--- src/rtl/nibble_serial_addsub.sv ---
// Nibble-serial add/subtract: WIDTH-bit operands summed one 4-bit slice per clock, LSB first.
// Optional saturation on signed overflow is enabled by defining NIBBLE_SERIAL_ADDSUB_SAT_EN.
module nibble_serial_addsub #(
   parameter int WIDTH = 16
) (
   input  logic             clk,
   input  logic             rst,
   input  logic             in_valid,
   output logic             in_ready,
   input  logic [WIDTH-1:0] a,
   input  logic [WIDTH-1:0] b,
   input  logic             sub,
   output logic             out_valid,
   input  logic             out_ready,
   output logic [WIDTH-1:0] result,
   output logic             carry,
   output logic             overflow,
   output logic             zero
);
   localparam int N  = WIDTH / 4;
   localparam int IW = (N > 2) ? $clog2(N) : 1;

   typedef enum logic [1:0] {
      IDLE = 2'd0,
      RUN  = 2'd1,
      DONE = 2'd2
   } state_t;

   state_t           state;
   state_t           state_next;
   logic [WIDTH-1:0] a_reg;
   logic [WIDTH-1:0] b_reg;
   logic [WIDTH-1:0] acc;
   logic [WIDTH-1:0] acc_next;
   logic [WIDTH-1:0] final_res;
   logic             cin;
   logic [IW-1:0]    idx;
   logic [3:0]       a_nib;
   logic [3:0]       b_nib;
   logic [3:0]       s_nib;
   logic             c_out;
   logic             c_msb;
   logic             final_ovf;
   logic             last;
   logic             accept;
   logic             handoff;

   function automatic logic [4:0] nib_add(input logic [3:0] x, input logic [3:0] y, input logic ci);
      nib_add = {1'b0, x} + {1'b0, y} + {4'b0000, ci};
   endfunction

   assign in_ready = (state == IDLE) && !rst;
   assign accept   = in_valid && in_ready;
   assign handoff  = out_valid && out_ready;
   assign last     = (idx == IW'(N - 1));

   // State register
   always_ff @(posedge clk) begin
      if (rst) begin
         state <= IDLE;
      end else begin
         state <= state_next;
      end
   end

   // Next-state decode
   always_comb begin
      state_next = state;
      case (state)
         IDLE: if (accept) state_next = RUN;  else state_next = IDLE;
         RUN:  if (last)   state_next = DONE; else state_next = RUN;
         DONE: if (handoff) state_next = IDLE; else state_next = DONE;
         default: state_next = IDLE;
      endcase
   end

   // Current nibble slice; carry into the slice MSB is recovered from the sum bit for overflow
   always_comb begin
      a_nib          = a_reg[{idx, 2'b00} +: 4];
      b_nib          = b_reg[{idx, 2'b00} +: 4];
      {c_out, s_nib} = nib_add(a_nib, b_nib, cin);
      c_msb          = a_nib[3] ^ b_nib[3] ^ s_nib[3];
      final_ovf      = c_msb ^ c_out;
      acc_next       = acc;
      acc_next[{idx, 2'b00} +: 4] = s_nib;
      final_res      = acc_next;
`ifdef NIBBLE_SERIAL_ADDSUB_SAT_EN
      if (final_ovf) begin
         final_res = a_reg[WIDTH-1] ? {1'b1, {(WIDTH-1){1'b0}}} : {1'b0, {(WIDTH-1){1'b1}}};
      end else begin
         final_res = acc_next;
      end
`endif
   end

   // Operand capture, nibble sequencing and registered result/flags
   always_ff @(posedge clk) begin
      if (rst) begin
         a_reg     <= {WIDTH{1'b0}};
         b_reg     <= {WIDTH{1'b0}};
         acc       <= {WIDTH{1'b0}};
         cin       <= 1'b0;
         idx       <= {IW{1'b0}};
         result    <= {WIDTH{1'b0}};
         carry     <= 1'b0;
         overflow  <= 1'b0;
         zero      <= 1'b0;
         out_valid <= 1'b0;
      end else begin
         case (state)
            IDLE: begin
               if (accept) begin
                  a_reg <= a;
                  b_reg <= b ^ {WIDTH{sub}};
                  cin   <= sub;
                  idx   <= {IW{1'b0}};
                  acc   <= {WIDTH{1'b0}};
               end
            end
            RUN: begin
               acc <= acc_next;
               cin <= c_out;
               idx <= idx + IW'(1'b1);
               if (last) begin
                  idx       <= {IW{1'b0}};
                  result    <= final_res;
                  carry     <= c_out;
                  overflow  <= final_ovf;
                  zero      <= (final_res == {WIDTH{1'b0}});
                  out_valid <= 1'b1;
               end
            end
            DONE: begin
               if (handoff) begin
                  out_valid <= 1'b0;
               end
            end
            default: begin
               out_valid <= 1'b0;
            end
         endcase
      end
   end

endmodule

--- config.mk ---
export PLATFORM = sky130hd
export DESIGN_NAME = nibble_serial_addsub
export DESIGN_NICKNAME = d
export VERILOG_FILES = /design/src/rtl/nibble_serial_addsub.sv
export SDC_FILE = /design/constraint.sdc
export NUM_CORES = 1
export LEC_CHECK = 0
export ABC_AREA = 0
export CORE_UTILIZATION = 57
export CTS_CLUSTER_SIZE = 10
export DETAILED_ROUTE_END_ITERATION = 8
export PLACE_DENSITY = 0.85
export SYNTH_ARGS = -nofsm -noshare
export SYNTH_HDL_FRONTEND = slang
export SYNTH_SLANG_ARGS = --single-unit
export TNS_END_PERCENT = 30
--- constraint.sdc ---
create_clock -name clk -period 6.7 [get_ports clk]
set_clock_uncertainty 0.2 [all_clocks]
set_input_delay 2.01 -clock clk [delete_from_list [all_inputs] [get_ports clk]]
set_output_delay 2.01 -clock clk [all_outputs]
set_load 0.005 [all_outputs]
# After elaboration in Yosys (flattened, before gate mapping)
# Index checks and enable logic that the tools add are counted.
[classes]
n_addsub = 4
n_eq_ne = 6
shift = 4
n_mux = 15
n_bitwise = 5
n_reduce_logical = 11
[op_table]
columns = ["operator", "n"]
rows = [
  ["16-bit one-hot mux with 2 select lines", 1],
  ["16-bit by 5-bit variable part select with 4-bit output", 2],
  ["16-bit bitwise mux", 1],
  ["16-bit logical NOT", 1],
  ["16-bit two-way mux", 1],
  ["4-bit by 6-bit variable shift with 16-bit output (first input constant)", 1],
  ["4-bit by 6-bit variable part select with 16-bit output", 1],
  ["16-bit XOR", 1],
  ["2-bit two-way mux", 4],
  ["2-bit != test (second input constant)", 3],
  ["4-bit negation with 6-bit output", 1],
  ["2-bit one-hot mux with 3 select lines", 1],
  ["2-bit AND reduction", 3],
  ["4-bit by 4-bit adder with 5-bit output", 1],
  ["5-bit by 1-bit adder with 5-bit output", 1],
  ["2-bit equality test (second input constant)", 2],
  ["1-bit two-way mux", 4],
  ["2-bit one-hot mux with 2 select lines", 1],
  ["1-bit logical AND", 3],
  ["1-bit one-hot mux with 3 select lines", 1],
  ["3-bit AND reduction", 1],
  ["1-bit XOR", 3],
  ["2-bit by 1-bit adder with 2-bit output (second input constant)", 1],
  ["2-bit by 1-bit equality test with 1-bit output (second input constant)", 1],
  ["5 further kinds", 5],
]
[totals]
reg_bits = 73
wordCells = 56

# Depth between registers and ports, before layout
[logic_depth]
depth_word = 6
mapped_depth = 10
ltp_nobuf = 9

# Worst setup path after synthesis
# No wires, ideal clock.
[synth_path]
path_type = "input to output"
start = "in rst"
end = "out in_ready"
arrival_ns = 2.343
required_time_ns = 4.490
slack_ns = 2.147
cell_stages = 2
cell_sequence = "clkbuf_1 -> nor3_1"
[synth_via]
elab_chain_cells = 2
[synth_lines]
columns = ["item", "line", "text"]
rows = [
  ["from (decl)", "7", "input logic rst,"],
  ["1-bit logical NOT", "52", "assign in_ready = (state == IDLE) && !rst;"],
  ["1-bit logical AND", "52", ""],
  ["to (decl)", "9", "output logic in_ready,"],
]
# Every way passes these cells.

# Worst setup path in the final report
# Same ends and word-level chain as after synthesis.

==> metrics.txt <==
Inst Count DP 504; hold_buf cts 0; post-synthesis sequential area ratio 42.3%; Mapped Nets 450; mapped cell area 3450 um^2; P&R area growth vs syn 21.7%; max cap viols 0; setup ws final 1570 ps; data arrival time of the critical path 2920 ps; Setup crit end kind output pin; Power per Cell Area 222 nW/um^2; DRC 0; DR iter-0 viols 219; Setup TNS 0 ps; Slew @ Worst Pin 1170 ps; routability cong. 0.880; sequential share of power 49.4%; Overflow after GRT 0; Sw Pwr 252 uW; die footprint 6370 um^2; starting density of the core 60.8%; Critical Path Fanout Max 2; final hold vios 0; Largest stage delay, worst path 560 ps; count of pins over their slew limit 0; antenna violations before repair 0; Main synth FF type dfxtp_1; final instance area 4200 um^2; first drt pass iteration count 4; internal power 680 uW; crit path kind in2out; Clock Latency Late Sink 350 ps; Worst setup SP type input pin; vias in the first global route 2790; critical path required time 4490 ps; reg2reg end zero; global-route wire length before repair 12800 um; Yosys cell types 44; RSZ-0062 raised after global routing no; Synth warnings 0; fin crit period 5130 ps; status complete, no violations; clock buffer depth 2; H-tree depth reported by CTS 3; final net count 491; FF-to-FF Start idx[0]; CTS tree yes; Core ar. 5680 um^2; combinational power share 14.1%; Antenna diodes 0; Hold Crit Class reg2reg; Die X 79.8 um; Antenna Violating Nets Remaining 0; Num CTS Buffers 9; setup violators final 0; number of synthesized flops with an enable pin 0; largest net degree at the start of global routing 70; Yosys reg bits 73; dpl cell area 4010 um^2; Die Height 79.8 um; post-synth top area cell dfxtp_1; setup slack, reg-to-reg 3020 ps; row count 27; Slew HR 21.9%; CTS Root Cell clkbuf_8; final hold slack 256 ps; Gate Count Post-Synth 402; final instance count without filler cells 520; Post-CTS Setup Bufs 0; via count 2990; Worst path slowest cell clkdlybuf4s50_1; worst vdd ir 0.000123 V; LEAKAGE 0.00152 uW; Total GRT Usage 26.1%; fin crit share 76.6%; Synth top area share 42.3%; DP HPWL 5030 um; ranking of synthesized cells by area dfxtp_1 (42%), nor2_1 (6.3%), nand2_1 (5.3%), a211oi_1 (5.0%), xnor2_1 (4.8%); layout cells sized above 1 6.92%; wire length per cell 14.7 um; CP Cell Sequence buf_2, nor3_1, clkdlybuf4s50_1; Hold Path Stages 2; clock input transition at the sequential cells of the worst setup and hold paths 80 ps; Mean Syn Cell Area 8.59 um^2; worst slack, placed 1590 ps; R2R cell count 9; post_cts resized 0; # port buffers 57; Synth async-reset ratio 0%; Fmax 195 MHz; I/O pin cnt 58; HP Start a_reg[2]; clock sink total 73; clock network fraction of total power 36.5%; Hold Path End a_reg[2]; DR vias/cell 5.75; sw frac 27.0%; aggregate routed wire length 7620 um
[power by group through the flow]
| stage | sequential [uW] | combinational, uW | clock (uW) |
|---|---|---|---|
| floorplan | 464 | 90.4 | 0 |
| global placement | 469 | 127 | 0 |
| detailed placement | 470 | 129 | 0 |
| CTS | 461 | 131 | 342 |
| global route | 463 | 144 | 367 |
| finish | 461 | 131 | 341 |
[worst max path at each step]
stage	from	to	slack, ps	cells past startpoint
floorplan	rst	in_ready	2150	2
global placement	rst	in_ready	1610	3
detailed placement	rst	in_ready	1590	3
CTS	rst	in_ready	1580	3
global route	rst	in_ready	1550	3
finish	rst	in_ready	1570	3
[critical path: cells and delay by family]
kind | cells | cell delay [ps]
buffers and inverters | 2 | 680
AND/OR/NAND/NOR | 1 | 230
[metrics by stage]
step                      total power (uW)  utilization [%]
after floorplan                        555                -
after global placement                 596             70.6
after detailed placement               599             70.6
after CTS                              933             74.0
after global routing                   973             74.0
final                                  933             74.0
[placed cells by master (no fill, tap or decap), drive strengths merged, types with 3 or more instances in the layout]
cell and n:
nor2 58, clkinv 6, a22oi 3, a211oi 23, o21ai 14, ha 9
mux4 8, a21oi 32, a221oi 3, a21o 3, nor3 12, a31oi 4
clkbuf 9, inv 16, nand2 49, clkdlybuf4s50 56, buf 5, nand3 10
xnor2 19, a22o 4, dfxtp 73, a32oi 5
[synth_stat cells, types with 2 or more instances]
master / instances
a22o_1: 4
buf_2: 7
nor4_1: 2
clkbuf_1: 21
a31oi_1: 4
a221oi_1: 3
nor2_1: 58
xnor2_1: 19
fa_1: 2
nor2b_1: 2
nor3_1: 12
o21ai_0: 14
a32oi_1: 5
and3_1: 2
mux4_2: 7
nand2_1: 49
ha_1: 9
a22oi_1: 3
dfxtp_1: 73
inv_1: 16
buf_1: 2
a21oi_1: 32
nand3_1: 10
a21o_1: 3
a211oi_1: 23
o221ai_1: 2
[cells by family (layout without fill, tap and decap cells)]
| logic type | after synthesis | in the layout | share of synthesized area [%] |
|---|---|---|---|
| simple gates | 147 | 147 | 19.1 |
| compound gates | 96 | 96 | 18.2 |
| flops | 73 | 73 | 42.3 |
| buf+inv | 47 | 93 | 5.58 |
| xor+xnor | 19 | 19 | 4.82 |
| fa+ha+maj | 11 | 11 | 4.42 |
| mux | 9 | 9 | 5.62 |
[cell type report]
class | instances | area, um^2
fill | 426 | 1480
sequential | 73 | 1460
inverter | 16 | 60.1
clock inverter | 7 | 71.3
timing repair buffer | 61 | 596
multi-input combinational | 282 | 1800
clock buffer | 9 | 124
tap | 72 | 90.1
[layer usage]
metal | vias up | global-route usage, % | part of all wire (%)
li1 | 1479 | - | -
met1 | 1390 | 33.2 | 43
met2 | 100 | 42.4 | 49
met4 | 0 | 13.0 | 2.4
met5 | - | 0 | 0
met3 | 21 | 4.80 | 5.7
(Power assumes the default switching activity.)
